--- src/rtl/mem_wb_stage_ctrl_pkg.sv ---
// Shared types and constants for the MEM/WB stage controller.
package mem_wb_stage_ctrl_pkg;
  typedef enum logic [1:0] {
    IDLE     = 2'd0,
    MEM_WAIT = 2'd1,
    WB       = 2'd2
  } state_t;

  localparam int CNT_W = 16;
endpackage

--- src/rtl/mem_wb_stage_ctrl_if.sv ---
// Data-memory request/ack bus between the stage controller and the memory.
interface mem_wb_stage_ctrl_if #(
  parameter int DATA_WIDTH      = 64,
  parameter int DMEM_ADDR_WIDTH = 8
);
  logic                       dmem_req;
  logic                       dmem_we;
  logic [DMEM_ADDR_WIDTH-1:0] dmem_addr;
  logic [DATA_WIDTH-1:0]      dmem_wdata;
  logic                       dmem_ack;
  logic [DATA_WIDTH-1:0]      dmem_rdata;

  modport master (output dmem_req, dmem_we, dmem_addr, dmem_wdata,
                  input  dmem_ack, dmem_rdata);
  modport slave  (input  dmem_req, dmem_we, dmem_addr, dmem_wdata,
                  output dmem_ack, dmem_rdata);
endinterface

--- src/rtl/mem_wb_stage_ctrl_sat_counter.sv ---
// Event counter that sticks at all-ones instead of wrapping.
module mem_wb_stage_ctrl_sat_counter #(
  parameter int WIDTH = 16
) (
  input  logic             clk,
  input  logic             reset,
  input  logic             inc,
  output logic [WIDTH-1:0] count
);
  always_ff @(posedge clk or posedge reset) begin
    if (reset)                    count <= '0;
    else if (inc && count != '1)  count <= count + 1'b1;
  end
endmodule

--- src/rtl/mem_wb_stage_ctrl.sv ---
// Consumes the ID/EX bundle: issues dmem loads/stores, performs load writeback,
// and back-pressures ID/EX while an access is outstanding.
module mem_wb_stage_ctrl
  import mem_wb_stage_ctrl_pkg::*;
#(
  parameter int DATA_WIDTH      = 64,
  parameter int REG_ADDR_WIDTH  = 3,
  parameter int DMEM_ADDR_WIDTH = 8,
  parameter int TIMEOUT         = 16
) (
  input  logic                      clk,
  input  logic                      reset,
  input  logic                      valid_i,
  input  logic                      w_reg_en_i,
  input  logic                      w_mem_en_i,
  input  logic [DATA_WIDTH-1:0]     r1_i,
  input  logic [DATA_WIDTH-1:0]     r2_i,
  input  logic [REG_ADDR_WIDTH-1:0] w_reg_1_i,
  output logic                      in_ready,
  mem_wb_stage_ctrl_if.master       dmem,
  output logic                      rf_we,
  output logic [REG_ADDR_WIDTH-1:0] rf_waddr,
  output logic [DATA_WIDTH-1:0]     rf_wdata,
  output logic                      err_timeout,
  output logic                      illegal_op,
  output logic [CNT_W-1:0]          n_loads,
  output logic [CNT_W-1:0]          n_stores
);
  localparam int TW = $clog2(TIMEOUT + 1);

  state_t          state, state_nxt;
  logic [TW-1:0]   tmo_cnt;
  logic            accept, mem_op, ack_ok, tmo_hit, load_done, store_done;
  logic            unused_r1_hi;

  assign unused_r1_hi = ^r1_i[DATA_WIDTH-1:DMEM_ADDR_WIDTH];

  assign in_ready = (state == IDLE);
  assign accept   = valid_i & in_ready;
  assign mem_op   = w_mem_en_i | w_reg_en_i;
  // ack only counts while a request is actually on the bus
  assign ack_ok   = dmem.dmem_req & dmem.dmem_ack;

  always_ff @(posedge clk or posedge reset) begin
    if (reset) state <= IDLE;
    else       state <= state_nxt;
  end

  always_comb begin
    state_nxt  = state;
    tmo_hit    = 1'b0;
    load_done  = 1'b0;
    store_done = 1'b0;
    case (state)
      IDLE:     if (accept && mem_op) state_nxt = MEM_WAIT;
      MEM_WAIT: begin
        if (ack_ok) begin
          store_done = dmem.dmem_we;
          state_nxt  = dmem.dmem_we ? IDLE : WB;
        end else if (tmo_cnt == TW'(TIMEOUT - 1)) begin
          tmo_hit   = 1'b1;
          state_nxt = IDLE;
        end
      end
      WB: begin
        load_done = 1'b1;
        state_nxt = IDLE;
      end
      default:  state_nxt = IDLE;
    endcase
  end

  always_ff @(posedge clk or posedge reset) begin
    if (reset) begin
      dmem.dmem_req   <= 1'b0;
      dmem.dmem_we    <= 1'b0;
      dmem.dmem_addr  <= '0;
      dmem.dmem_wdata <= '0;
      rf_we           <= 1'b0;
      rf_waddr        <= '0;
      rf_wdata        <= '0;
      err_timeout     <= 1'b0;
      illegal_op      <= 1'b0;
      tmo_cnt         <= '0;
    end else begin
      illegal_op <= accept & w_mem_en_i & w_reg_en_i;
      rf_we      <= 1'b0;
      case (state)
        IDLE: if (accept) begin
          tmo_cnt <= '0;
          if (mem_op) begin
            // both enables set degrades to a plain store
            dmem.dmem_req  <= 1'b1;
            dmem.dmem_we   <= w_mem_en_i;
            dmem.dmem_addr <= r1_i[DMEM_ADDR_WIDTH-1:0];
            if (w_mem_en_i) dmem.dmem_wdata <= r2_i;
            else            rf_waddr        <= w_reg_1_i;
          end
        end
        MEM_WAIT: begin
          if (ack_ok) begin
            dmem.dmem_req <= 1'b0;
            if (!dmem.dmem_we) begin
              rf_we    <= 1'b1;
              rf_wdata <= dmem.dmem_rdata;
            end
          end else if (tmo_hit) begin
            dmem.dmem_req <= 1'b0;
            err_timeout   <= 1'b1;
          end else begin
            tmo_cnt <= tmo_cnt + 1'b1;
          end
        end
        default: ;
      endcase
    end
  end

  mem_wb_stage_ctrl_sat_counter #(.WIDTH(CNT_W)) u_cnt_loads (
    .clk   (clk),
    .reset (reset),
    .inc   (load_done),
    .count (n_loads)
  );

  mem_wb_stage_ctrl_sat_counter #(.WIDTH(CNT_W)) u_cnt_stores (
    .clk   (clk),
    .reset (reset),
    .inc   (store_done),
    .count (n_stores)
  );
endmodule
--- src/flat_wrapper.sv ---
// flat-port wrapper written by rule: the top's interface ports become plain ports
module mem_wb_stage_ctrl_flat import mem_wb_stage_ctrl_pkg::*;
#(
  parameter int DATA_WIDTH      = 64,
  parameter int REG_ADDR_WIDTH  = 3,
  parameter int DMEM_ADDR_WIDTH = 8,
  parameter int TIMEOUT         = 16
)
  (clk, reset, valid_i, w_reg_en_i, w_mem_en_i, r1_i, r2_i, w_reg_1_i, in_ready, rf_we, rf_waddr, rf_wdata, err_timeout, illegal_op, n_loads, n_stores, dmem_dmem_req, dmem_dmem_we, dmem_dmem_addr, dmem_dmem_wdata, dmem_dmem_ack, dmem_dmem_rdata);
  mem_wb_stage_ctrl_if #(.DATA_WIDTH(DATA_WIDTH), .DMEM_ADDR_WIDTH(DMEM_ADDR_WIDTH)) dmem_i ();
  input  logic clk;
  input  logic reset;
  input  logic valid_i;
  input  logic w_reg_en_i;
  input  logic w_mem_en_i;
  input  logic [DATA_WIDTH-1:0] r1_i;
  input  logic [DATA_WIDTH-1:0] r2_i;
  input  logic [REG_ADDR_WIDTH-1:0] w_reg_1_i;
  output logic in_ready;
  output logic rf_we;
  output logic [REG_ADDR_WIDTH-1:0] rf_waddr;
  output logic [DATA_WIDTH-1:0] rf_wdata;
  output logic err_timeout;
  output logic illegal_op;
  output logic [CNT_W-1:0] n_loads;
  output logic [CNT_W-1:0] n_stores;
  output wire logic [$bits(dmem_i.dmem_req)-1:0] dmem_dmem_req;
  output wire logic [$bits(dmem_i.dmem_we)-1:0] dmem_dmem_we;
  output wire logic [$bits(dmem_i.dmem_addr)-1:0] dmem_dmem_addr;
  output wire logic [$bits(dmem_i.dmem_wdata)-1:0] dmem_dmem_wdata;
  input wire logic [$bits(dmem_i.dmem_ack)-1:0] dmem_dmem_ack;
  input wire logic [$bits(dmem_i.dmem_rdata)-1:0] dmem_dmem_rdata;
  assign dmem_dmem_req = dmem_i.dmem_req;
  assign dmem_dmem_we = dmem_i.dmem_we;
  assign dmem_dmem_addr = dmem_i.dmem_addr;
  assign dmem_dmem_wdata = dmem_i.dmem_wdata;
  assign dmem_i.dmem_ack = dmem_dmem_ack;
  assign dmem_i.dmem_rdata = dmem_dmem_rdata;
  mem_wb_stage_ctrl #(.DATA_WIDTH(DATA_WIDTH), .REG_ADDR_WIDTH(REG_ADDR_WIDTH), .DMEM_ADDR_WIDTH(DMEM_ADDR_WIDTH), .TIMEOUT(TIMEOUT)) u_core (.clk(clk), .reset(reset), .valid_i(valid_i), .w_reg_en_i(w_reg_en_i), .w_mem_en_i(w_mem_en_i), .r1_i(r1_i), .r2_i(r2_i), .w_reg_1_i(w_reg_1_i), .in_ready(in_ready), .dmem(dmem_i), .rf_we(rf_we), .rf_waddr(rf_waddr), .rf_wdata(rf_wdata), .err_timeout(err_timeout), .illegal_op(illegal_op), .n_loads(n_loads), .n_stores(n_stores));
endmodule
--- config.mk ---
export PLATFORM = sky130hd
export DESIGN_NAME = mem_wb_stage_ctrl_flat
export DESIGN_NICKNAME = d
export VERILOG_FILES = /design/src/rtl/mem_wb_stage_ctrl_pkg.sv /design/src/rtl/mem_wb_stage_ctrl_if.sv /design/src/rtl/mem_wb_stage_ctrl_sat_counter.sv /design/src/rtl/mem_wb_stage_ctrl.sv /design/src/flat_wrapper.sv
export SDC_FILE = /design/constraint.sdc
export NUM_CORES = 1
export LEC_CHECK = 0
export ABC_AREA = 1
export CORE_MARGIN = 8
export CORE_UTILIZATION = 37
export DETAILED_ROUTE_END_ITERATION = 8
export GPL_TIMING_DRIVEN = 0
export PLACE_DENSITY = 0.77
export SLEW_MARGIN = 0
export SYNTH_ARGS = -nofsm -noshare
export SYNTH_HDL_FRONTEND = slang
export SYNTH_SLANG_ARGS = --single-unit
--- constraint.sdc ---
create_clock -name clk -period 5.63 [get_ports clk]
set_input_delay 1.126 -clock clk [delete_from_list [all_inputs] [get_ports clk]]
set_output_delay 1.126 -clock clk [all_outputs]
set_load 0.1 [all_outputs]
Word level (Yosys, flattened, before mapping):

Index checks and enable logic that the tools add are counted.

* add/subtract/negate cells: 3
* eq/ne operators: 12
* muxes and demuxes: 23
* bitwise operators: 8
* reductions and logical operators: 13

Operators with widths (number)
* $add A16 B1 Y16 const B: 2
* $ne A16 B16 Y1 const B: 2
* $reduce_and A4 Y1: 4
* $mux W5: 3
* $mux W1: 13
* $ne A2 B2 Y1 const B: 5
* $pmux W5 S2: 1
* $reduce_and A3 Y1: 3
* $mux W2: 4
* $ne A3 B1 Y1 const B: 2
* $add A5 B1 Y5 const B: 1
* $eq A5 B4 Y1 const B: 1
* $and A1 B1 Y1: 4
* $pmux W2 S2: 1
* $logic_and A1 B1 Y1: 3
* $not A1 Y1: 3
* $eq A2 B1 Y1 const B: 1
* $eq A2 B2 Y1 const B: 1
* $logic_not A2 Y1: 1
* $pmux W1 S2: 1
* $reduce_and A2 Y1: 1
* $reduce_bool A2 Y1: 1
* $or A1 B1 Y1: 1

* flip-flop bits (word level): 183
* input bits: 201
* output and inout port bits: 177
* logic and storage cells: 72

Logic depth before layout (Yosys ltp):

Gate-level depths: netlist (run 1).

* word-level depth: 7
* gate-level depth with buffers: 9
* gate-level depth less buffers: 9

Modules after synthesis:

Synthesis (run 1) repeated with hierarchy kept, for this count alone.

* cell total of the unflattened synthesis: 965
* area total of the unflattened synthesis: 8120.3 um2

By module, submodules not included
* mem_wb_stage_ctrl: instances 1, cells each 665, area each 5980.7 um2, sequential area each 3778.6 um2
* mem_wb_stage_ctrl_sat_counter: instances 2, cells each 150, area each 1069.8 um2, sequential area each 400.4 um2

Least setup slack after synthesis (run 1):

No wires, ideal clock.

* path kind: register to register
* start: reg u_core.u_cnt_stores.count[0]
* end: reg u_core.u_cnt_stores.count[0]
* setup time: 0.123 ns
* arrival: 2.094 ns
* required time: 5.507 ns
* slack: 3.414 ns
* stages on the path, launching flop included: 10
* buffers on the path: 1
* period minus slack after synthesis: 2.216 ns
* cells stage by stage: dfrtp_1 > ha_1 > nand3_1 > inv_1 > nand2_1 > nor2_2 > nor2_4 > buf_6 > nand2_1 > nand2_1

* cells in the longest elaborated chain, start to end: 2
* elaborated cells on any way between the ends: 3
* those cells by class: 1 x add/sub; 1 x eq/ne; 1 x reduce/logical

RTL lines
* start, declared: RTL line mem_wb_stage_ctrl_sat_counter.sv:8 `output logic [WIDTH-1:0] count`
* start signal, assigned: RTL line mem_wb_stage_ctrl_sat_counter.sv:12 `else if (inc && count != '1) count <= count + 1'b1;`
* branches (longest 2 deep; another with $add A16 B1 Y16)

Parallel ways; which one is timed is not known.
A chain may end at the register's enable or synchronous reset.

Worst setup path after layout (run 1):

* start: reg u_core.state[1]
* end: out in_ready

* cells in the longest elaborated chain, start to end: 1

RTL lines
* start, declared: RTL line mem_wb_stage_ctrl.sv:31 `state_t state, state_nxt;`
* start signal, assigned: RTL line mem_wb_stage_ctrl.sv:46 `else state <= state_nxt;`
* $logic_not A2 Y1: RTL line mem_wb_stage_ctrl.sv:38 `assign in_ready = (state == IDLE);`
* end, declared: RTL line flat_wrapper.sv:19 `output logic in_ready;`

Every way passes these cells.

==> results of run 1 <==
==> sequential cells by signal (all words and copies together) (netlist names), 2 cells and up <==
name,count
u_core.state,2
u_core.tmo_cnt,5
u_core.u_cnt_loads.count,16
u_core.dmem.dmem_wdata,64
u_core.u_cnt_stores.count,16
u_core.rf_wdata,64
u_core.rf_waddr,3
u_core.dmem.dmem_addr,8
==> cell usage in the layout, fill, tap and decap left out, drive strengths merged <==
cell           count
a21oi              3
a31o               1
buf               28
bufinv             1
clkbuf            31
clkdlybuf4s50    321
clkinv             4
clkinvlp           1
dfrtp            183
ha                 4
inv               45
mux2               3
nand2            489
nand3             84
nand3b             5
nand4             13
nor2              51
nor3               2
o211ai             1
o21ai             21
xnor2              6
xor2               2
==> layout make-up <==
cell class | count | area (sq um) | share of cell area (%)
flip-flops and latches | 183 | 4580 | 37.9
multi-input cells | 685 | 2920 | 24.1
inverters | 37 | 143 | 1.18
clock buffers | 18 | 439 | 3.63
plain buffers | 37 | 218 | 1.80
clock inverters | 14 | 150 | 1.24
well taps | 275 | 344 | 2.85
repair buffers | 325 | 3290 | 27.3
==> per-layer routing <==
layer | part of all wire, % | wire, microns | track usage (%) | vias to the layer above
met1 | 39 | 9840 | 21.3 | 3421
met5 | 0.059 | 15 | 0 | -
met2 | 51 | 12800 | 32.9 | 211
li1 | - | - | - | 3636
met3 | 8.1 | 2050 | 6.86 | 35
met4 | 2.3 | 573 | 6.44 | 2
==> per-stage QoR <==
step | std cells | setup slack [ns] | instance area, sq um | hold slack (ns)
floorplan | 942 | 2.15 | 7860 | 0.507
global placement | 1538 | 0.555 | 11400 | 0.452
detailed placement | 1542 | 2.63 | 11500 | 0.457
CTS | 1574 | 2.16 | 12100 | 0.475
global route | 1574 | 2.13 | 12100 | 0.489
finish | 1574 | 2.20 | 12100 | 0.472
==> worst paths after layout <==
kind | startpoint | to | slack, ns
min in group asynchronous | reset | u_core.rf_wdata[47] | 1.21
min reg2reg | u_core.dmem.dmem_wdata[4] | u_core.dmem.dmem_wdata[4] | 0.47
max reg2reg | u_core.u_cnt_stores.count[0] | u_core.u_cnt_stores.count[11] | 3.87
min | u_core.dmem.dmem_wdata[4] | u_core.dmem.dmem_wdata[4] | 0.47
max in group asynchronous | reset | u_core.err_timeout | 3.46
max | u_core.state[1] | in_ready | 2.20
==> logic make-up (layout without fill, tap and decap cells) <==
kind of cell	count (synthesis)	count (layout)	share of synthesized area [%]
buffers and inverters	74	431	4.54
multiplexers	3	3	0.430
adder cells (fa/ha/maj)	4	4	0.637
flip-flops	183	183	58.3
AND/OR/NAND/NOR	644	644	33.3
AO/OA/AOI/OAI	26	26	1.91
XOR/XNOR	8	8	0.892
==> tightest hold or removal path: stages, from the launching register on <==
cell	delay, ns
dfrtp_1	0.34
nand2_1	0.05
nand2_1	0.04
==> impl_summary.log, run 1 <==
INFO  metric cts_tree = yes
INFO  metric syn-cell-area = 7850 sq um
INFO  metric worst_setup_hold_path_clk_slew = roughly 0.07 ns
INFO  metric drt-total-wl = 25300 microns
INFO  metric timing.critical_path.required = 4.50 ns
INFO  metric worst_clock_skew = 0.0175 ns
INFO  metric yosys-top-cells-area = dfrtp_1 (58%), nand2_1 (23%), nand3_1 (5.4%)
INFO  metric clock_sinks = 183
INFO  metric synth.top_cell.area_share = 58.3%
INFO  metric synth_area_leader_cell = dfrtp_1
INFO  metric post-cts-setup-buffer-count = 0
INFO  metric initial_utilization = 37.5%
INFO  metric syn-num-nets = about 1100
INFO  metric cp_slowest_stage_delay = 1.20 ns
INFO  metric wire_length_of_the_first_global_routing_pass = just under 40000 microns
INFO  metric post_route_cells_drive_above_1_share = 6.00%
INFO  metric fp.dieArea = 26100 sq um
INFO  metric route.detailed.drc = 0
INFO  metric final_hold_viol_count = 0
INFO  metric max_slew_margin = 29.8%
INFO  metric clk_latency = 0.43 ns
INFO  metric hold_class = reg -> reg
INFO  metric tightestPinTransition = around 1.0 ns
INFO  metric critical_path_stages = 2
INFO  metric drt.antenna.violating_nets = 0
INFO  metric placement_rows = 53
INFO  metric drt_first_iter_violations = 373
INFO  metric cp-end-kind = output port
INFO  metric synthesis.instances = ~940
INFO  metric critical_path.n_buffers_inverters = 1
INFO  metric yosys-top-cells-count = nand2_1 (488), dfrtp_1 (183), nand3_1 (84)
INFO  metric cts_inserted_buffers = 17
INFO  metric fin_setup_tns = 0 ns
INFO  metric number_of_top_level_pins = 378
INFO  metric grt_overflow_total = 0
INFO  metric vias = 7305
INFO  metric hpwlAfterDp = 19600 microns
INFO  metric layout.filler_cells = 1880
INFO  metric register_bit_count_reported_by_yosys = between 150 and 200
INFO  metric grt_pass1_vias = roughly 7300
INFO  metric floorplan.die.height = 162 microns
INFO  metric r2r_cells = 8
INFO  metric grt_usage = about a fifth
INFO  metric syn_to_final_growth = 53.9%
INFO  metric root_buffer = clkbuf_16
INFO  metric crit_slowest_cell = clkdlybuf4s50_1
INFO  metric cts.path.max_buffers = 2
INFO  metric nets = 1491
INFO  metric pin_count_of_the_biggest_net_entering_global_routing = slightly above 40
INFO  metric yosysWarningCount = 0
INFO  metric floorplan_die_width = 162 microns
INFO  metric final_period_minus_worst_setup_slack = roughly 3.4 ns
INFO  metric post_cts_resize_count = 0
INFO  metric crit_family = buffers and inverters
INFO  metric worstPathCellList = nor2_4, clkdlybuf4s50_1
INFO  metric rsz_0062_raised_after_global_routing = false
INFO  metric utilization_of_the_core_after_routing = 57.7%
INFO  metric vias_per_cell = 4.64
INFO  metric finalSetupViolCount = 0
INFO  metric synth_ff_type = dfrtp_1
INFO  metric maxClockFrequency = 292 MHz
INFO  metric critical_path_arrival = 2.30 ns
INFO  metric status = complete, no violations
INFO  metric synth_edf_count = 0
INFO  metric timing.final.max_slew_violations = 0
INFO  metric count_of_buffers_from_port_buffering = 321
INFO  metric grt_antenna_before_repair = 1
INFO  metric max_cap_violations = 0
INFO  metric finalWeightedCongestion = 0.860
INFO  metric hold_buffers = 0
INFO  metric wl_per_instance = 16.1 microns
INFO  metric htree_levels = 4
INFO  metric yosys.cell_count.top_type = nand2_1
INFO  metric final.period_utilization = between 60% and 70%
INFO  metric number_of_antenna_repair_diodes = 0
INFO  metric synthesis.area_per_instance = 8.34 sq um
INFO  metric 1st_pass_router_iterations = 5
INFO  metric cp_max_fo = 5
INFO  metric yosysSeqAreaShare = 58.3%
INFO  metric worst-setup-path-type = reg -> out
INFO  metric yosysUniqueCellTypes = 26
INFO  metric design.core.area = between 20000 and 25000 sq um
INFO  metric critical_path.startpoint_type = register
INFO  metric share_of_async_settable_or_async_resettable_flops_after_synthesis = 100%
INFO  metric worst_hold_path.num_cells = 2
Power of run 1 is left out: the tool's default activity adds up to more than one toggle a clock period on the data nets, which glitch-free logic cannot reach.
==> run 2: changes to the inputs <==
Settings changed: CORE_UTILIZATION 37 to 40, PLACE_DENSITY 0.77 to 0.79.
Clock period 5.63 ns to 3.3 ns, I/O delays scaled along.
==> impl_summary.log, run 2 (synthesis results as in run 1) <==
INFO  metric clk_latency = 0.43 ns (about the same)
INFO  metric post-cts-setup-buffer-count = 0 (unchanged)
INFO  metric rsz_0062_raised_after_global_routing = false
INFO  metric drt_first_iter_violations = 381 (+2.1%)
INFO  metric route.detailed.drc = 0 (unchanged)
INFO  metric hold_buffers = 0 (unchanged)
INFO  metric floorplan_die_width = 156 microns (-3.4%)
INFO  metric nets = 1492 (+0.067%)
INFO  metric critical_path.reg2reg.startpoint = u_core.tmo_cnt[0]
INFO  metric initial_utilization = 40.5% (+3.0 points)
INFO  metric post_route_cells_drive_above_1_share = 5.86% (-0.15 points)
INFO  metric final.period_utilization = roughly 90%
INFO  metric clock_sinks = 183 (unchanged)
INFO  metric final-seq-area = 4580 sq um (unchanged)
INFO  metric min-delay-start = u_core.rf_wdata[0]
INFO  metric dp_cells = 1533 (-0.58%)
INFO  metric cp_max_fo = 5 (unchanged)
INFO  metric status = complete, no violations
INFO  metric floorplan.die.height = 156 microns (-3.4%)
INFO  metric grt_antenna_before_repair = 0 (-1)
INFO  metric grt_pass1_vias = 7516 (+2.3%)
INFO  metric worst_clock_skew = 0.0158 ns (-0.00175 ns)
INFO  metric finalSetupViolCount = 0 (unchanged)
INFO  metric largest_registers = u_core.dmem.dmem_wdata: 64 flops, u_core.rf_wdata: 64 flops
INFO  metric 1st_pass_router_iterations = 6 (+1)
INFO  metric final_hold_viol_count = 0 (unchanged)
INFO  metric syn_to_final_growth = 54.0% (about the same)
INFO  metric layout_cells_excl_fill = 1563 (-0.70%)
INFO  metric layout.filler_cells = 1696 (-9.8%)
INFO  metric max_cap_violations = 0 (unchanged)
INFO  metric final_period_minus_worst_setup_slack = 2.93 ns
INFO  metric worst_setup_hold_path_clk_slew = 0.06 ns (about the same)
INFO  metric grt_overflow_total = 0 (unchanged)
INFO  metric pre_cts_ws = 0.792 ns (-1.83 ns)
INFO  metric cp-end-kind = output port
INFO  metric count_of_buffers_from_port_buffering = 321 (unchanged)
INFO  metric fin_hold_ws = 0.467 ns (-0.00443 ns)
INFO  metric vias = 7397 (+1.3%)
INFO  metric hpwlAfterDp = 20200 microns (+3.0%)
INFO  metric root_buffer = clkbuf_16
INFO  metric setup.reg_to_reg.worst_slack = 1.54 ns (-2.33 ns)
INFO  metric fp.dieArea = 24400 sq um (-6.8%)
INFO  metric drt.antenna.violating_nets = 0 (unchanged)
INFO  metric post_cts_resize_count = 0 (unchanged)
INFO  metric multi_input_comb_area = 2920 sq um (unchanged)
INFO  metric cts_inserted_buffers = 17 (unchanged)
INFO  metric cts.path.max_buffers = 2 (unchanged)
INFO  metric maxClockFrequency = 341 MHz
INFO  metric wl_per_instance = 16.6 microns (+3.5%)
INFO  metric worst-setup-path-type = reg -> out
INFO  metric cts_tree = yes
INFO  metric mostFrequentLayoutCells = nand2_1 (488), clkdlybuf4s50_1 (321), dfrtp_1 (183), nand3_1 (84), nor2_1 (43)
INFO  metric crit_path_start = u_core.state[1]
INFO  metric critical_path.startpoint_type = register
INFO  metric fin_setup_tns = 0 ns (unchanged)
INFO  metric htree_levels = 4 (unchanged)
INFO  metric number_of_antenna_repair_diodes = 0 (unchanged)
INFO  metric final_common_cell = nand2_1
INFO  metric finalWeightedCongestion = 0.855 (-0.51%)
INFO  metric drt-total-wl = 26000 microns (+2.8%)
INFO  metric hold_class = reg -> reg
INFO  metric pin_count_of_the_biggest_net_entering_global_routing = 41 (unchanged)
INFO  metric critical_path_arrival = 2.27 ns (-0.03 ns)
INFO  metric design.core.area = 19400 sq um (-7.4%)
INFO  metric timing.critical_path.required = 2.64 ns (-1.86 ns)
INFO  metric number_of_top_level_pins = 378 (unchanged)
INFO  metric wire_length_of_the_first_global_routing_pass = 40500 microns (+2.6%)
INFO  metric timing.final.max_slew_violations = 0 (unchanged)
INFO  metric tightestPinTransition = 1.08 ns (+0.0280 ns)
INFO  metric max_slew_margin = 27.9% (-1.9 points)
INFO  metric timing.final.ws_setup = 0.371 ns (-1.83 ns)
INFO  metric grt_usage = 21.5% (+2.5 points)
INFO  metric placement_rows = 51 (-3.8%)
INFO  metric vias_per_cell = 4.73 (+2.0%)
[run 2: cell count changes in the layout (fill, tap and decap cells not counted), sizes merged]
cell	before	now
buf	28	29
bufinv	1	3
clkinvlp	1	3
clkbuf	31	32
inv	45	38
[run 2: stage by stage]
step	util [%]	cell area (sq um)
floorplan	-	7860
global placement	58.8	11400
detailed placement	59.3	11500
CTS	62.4	12100
global route	62.4	12100
finish	62.4	12100
[run 2: per-layer routing]
| layer | vias up | part of all wire (%) | global-route usage [%] |
|---|---|---|---|
| li1 | 3639 | - | - |
| met1 | 3489 | 38 | 23.3 |
| met2 | 234 | 50 | 37.0 |
| met3 | 35 | 9.5 | 9.50 |
| met4 | 0 | 2.4 | 6.91 |
| met5 | - | 0 | 0 |
[run 2: path summary, 6_finish.rpt]
kind	depth (start not counted)	to
hold reg to reg	2	u_core.rf_wdata[0]
min in group asynchronous	2	u_core.rf_wdata[48]
max in group asynchronous	4	u_core.u_cnt_stores.count[9]
hold / removal	2	u_core.rf_wdata[0]
setup reg to reg	9	u_core.tmo_cnt[2]
setup / recovery	2	in_ready
[run 2: area by class of cell]
type,count,area share (%)
clock buffers,19,3.66
plain buffers,37,1.80
flip-flops and latches,183,37.9
well taps,265,2.74
multi-input cells,685,24.1
clock inverters,11,1.24
repair buffers,326,27.4
inverters,37,1.18
[run 2: worst max-delay path, stage by stage, from the launching register on]
cell	delay, ns
dfrtp_1	0.44
nor2_4	0.21
clkdlybuf4s50_1	1.19
Power of run 2 is left out for the same reason.
==> run 3: changes to the inputs <==
Settings changed: CORE_UTILIZATION 40 to 41, PLACE_DENSITY 0.79 to 0.81.
==> impl_summary.log, run 3 (synthesis results as in run 1) <==
INFO  metric drt-total-wl = 26100 microns (+0.40%)
INFO  metric finalWeightedCongestion = 0.880 (+2.9%)
INFO  metric tightestPinTransition = 1.07 ns (-0.0104 ns)
INFO  metric drt_first_iter_violations = 418 (+9.7%)
INFO  metric layout.filler_cells = 1564 (-7.8%)
INFO  metric timing.critical_path.required = 2.64 ns (about the same)
INFO  metric cts_inserted_buffers = 17 (unchanged)
INFO  metric wl_per_instance = 17.0 microns (+2.3%)
INFO  metric timing.final.max_slew_violations = 0 (unchanged)
INFO  metric crit_path_start = u_core.state[1]
INFO  metric fp.dieArea = 23800 sq um (-2.2%)
INFO  metric floorplan_die_width = 154 microns (-1.1%)
INFO  metric worst_clock_skew = 0.0146 ns (-0.00119 ns)
INFO  metric count_of_buffers_from_port_buffering = 321 (unchanged)
INFO  metric crit_family = buffers and inverters
INFO  metric floorplan.die.height = 154 microns (-1.1%)
INFO  metric grt_pass1_vias = 7664 (+2.0%)
INFO  metric critical_path.reg2reg.startpoint = u_core.tmo_cnt[0]
INFO  metric final_common_cell = nand2_1
INFO  metric post_route_cells_drive_above_1_share = 6.00% (+0.14 points)
INFO  metric 1st_pass_router_iterations = 5 (-1)
INFO  metric worst-setup-path-type = reg -> out
INFO  metric pin_count_of_the_biggest_net_entering_global_routing = 40 (-2.4%)
INFO  metric cts_tree = yes
INFO  metric route.detailed.drc = 0 (unchanged)
INFO  metric post-cts-setup-buffer-count = 0 (unchanged)
INFO  metric largest_registers = u_core.dmem.dmem_wdata: 64 flops, u_core.rf_wdata: 64 flops
INFO  metric syn_to_final_growth = 53.1%
INFO  metric rsz_0062_raised_after_global_routing = false
INFO  metric critical_path_arrival = 2.29 ns (+0.02 ns)
INFO  metric placement_rows = 50 (-2.0%)
INFO  metric max_cap_violations = 0 (unchanged)
INFO  metric cts.path.max_buffers = 2 (unchanged)
INFO  metric number_of_antenna_repair_diodes = 0 (unchanged)
INFO  metric hpwlAfterDp = 20500 microns (+1.3%)
INFO  metric maxClockFrequency = 339 MHz (-0.78%)
INFO  metric final_hold_viol_count = 0 (unchanged)
INFO  metric critical_path.n_buffers_inverters = 1 (unchanged)
INFO  metric clock_sinks = 183 (unchanged)
INFO  metric status = complete, no violations
INFO  metric drt.antenna.violating_nets = 0 (unchanged)
INFO  metric finalSetupViolCount = 0 (unchanged)
INFO  metric number_of_top_level_pins = 378 (unchanged)
INFO  metric final_period_minus_worst_setup_slack = 2.95 ns (+0.0230 ns)
INFO  metric root_buffer = clkbuf_16
INFO  metric crit_slowest_cell = clkdlybuf4s50_1
INFO  metric max_slew_margin = 28.6% (+0.69 points)
INFO  metric critical_path.startpoint_type = register
INFO  metric worstPathCellList = nor2_4, clkdlybuf4s50_1
INFO  metric grt_overflow_total = 0 (unchanged)
INFO  metric vias = 7482 (+1.1%)
INFO  metric min-delay-start = u_core.dmem.dmem_wdata[57]
INFO  metric utilization_of_the_core_after_routing = 64.1% (+1.7 points)
INFO  metric htree_levels = 4 (unchanged)
INFO  metric hold_buffers = 0 (unchanged)
INFO  metric nets = 1492 (unchanged)
INFO  metric mostFrequentLayoutCells = nand2_1 (488), clkdlybuf4s50_1 (321), dfrtp_1 (183), nand3_1 (84), nor2_1 (43)
INFO  metric post_cts_resize_count = 0 (unchanged)
INFO  metric hold_class = reg -> reg
INFO  metric final.period_utilization = 89.5% (+0.70 points)
INFO  metric cp_slowest_stage_delay = 1.20 ns (about the same)
INFO  metric worst_setup_hold_path_clk_slew = 0.07 ns (about the same)
INFO  metric initial_utilization = 41.8% (+1.4 points)
INFO  metric vias_per_cell = 4.88 (+3.1%)
INFO  metric design.core.area = 18800 sq um (-3.3%)
INFO  metric grt_antenna_before_repair = 1 (+1)
INFO  metric grt_usage = 21.9% (+0.47 points)
INFO  metric cp_max_fo = 5 (unchanged)
INFO  metric cp-end-kind = output port
INFO  metric wire_length_of_the_first_global_routing_pass = 41000 microns (+1.3%)
INFO  metric clk_latency = 0.43 ns (about the same)
run 3: layer usage:
metal | GRT usage (%) | vias up | part of all wire, %
li1 | - | 3633 | -
met3 | 8.94 | 47 | 9.2
met5 | 0 | - | 0.050
met1 | 23.8 | 3539 | 37
met4 | 9.43 | 2 | 3.4
met2 | 37.3 | 261 | 50
run 3: area by class of cell:
class	instances	area [sq um]	share of cell area [%]
flip-flops and latches	183	4580	38.1
multi-input cells	685	2920	24.3
clock inverters	12	108	0.895
well taps	234	293	2.43
plain buffers	37	218	1.81
repair buffers	326	3310	27.5
clock buffers	20	457	3.80
inverters	37	143	1.19
run 3: path summary, 6_finish.rpt:
check | endpoint | slack [ns] | cells past startpoint
max | in_ready | 0.35 | 2
min | u_core.dmem.dmem_wdata[57] | 0.47 | 2
max reg2reg | u_core.tmo_cnt[3] | 1.49 | 9
min reg2reg | u_core.dmem.dmem_wdata[57] | 0.47 | 2
max in group asynchronous | u_core.state[0] | 1.70 | 5
min in group asynchronous | u_core.rf_wdata[49] | 0.57 | 2
run 3: through the flow:
step | setup WS [ns] | setup TNS (ns) | instance area (sq um) | hold WS, ns | cells
after floorplan | 0.289 | 0 | 7860 | 0.507 | 942
after global placement | -1.32 | -238.30 | 11400 | 0.453 | 1497
after detailed placement | 0.759 | 0 | 11500 | 0.457 | 1502
after CTS | 0.315 | 0 | 12000 | 0.475 | 1534
after global routing | 0.286 | 0 | 12000 | 0.482 | 1534
final | 0.348 | 0 | 12000 | 0.470 | 1534
run 3: tightest hold or removal path, cell delays in order (launching register included):
cell and delay, ns:
dfrtp_1 0.34, nand2_1 0.05, nand2_1 0.04
Power of run 3 is left out for the same reason.
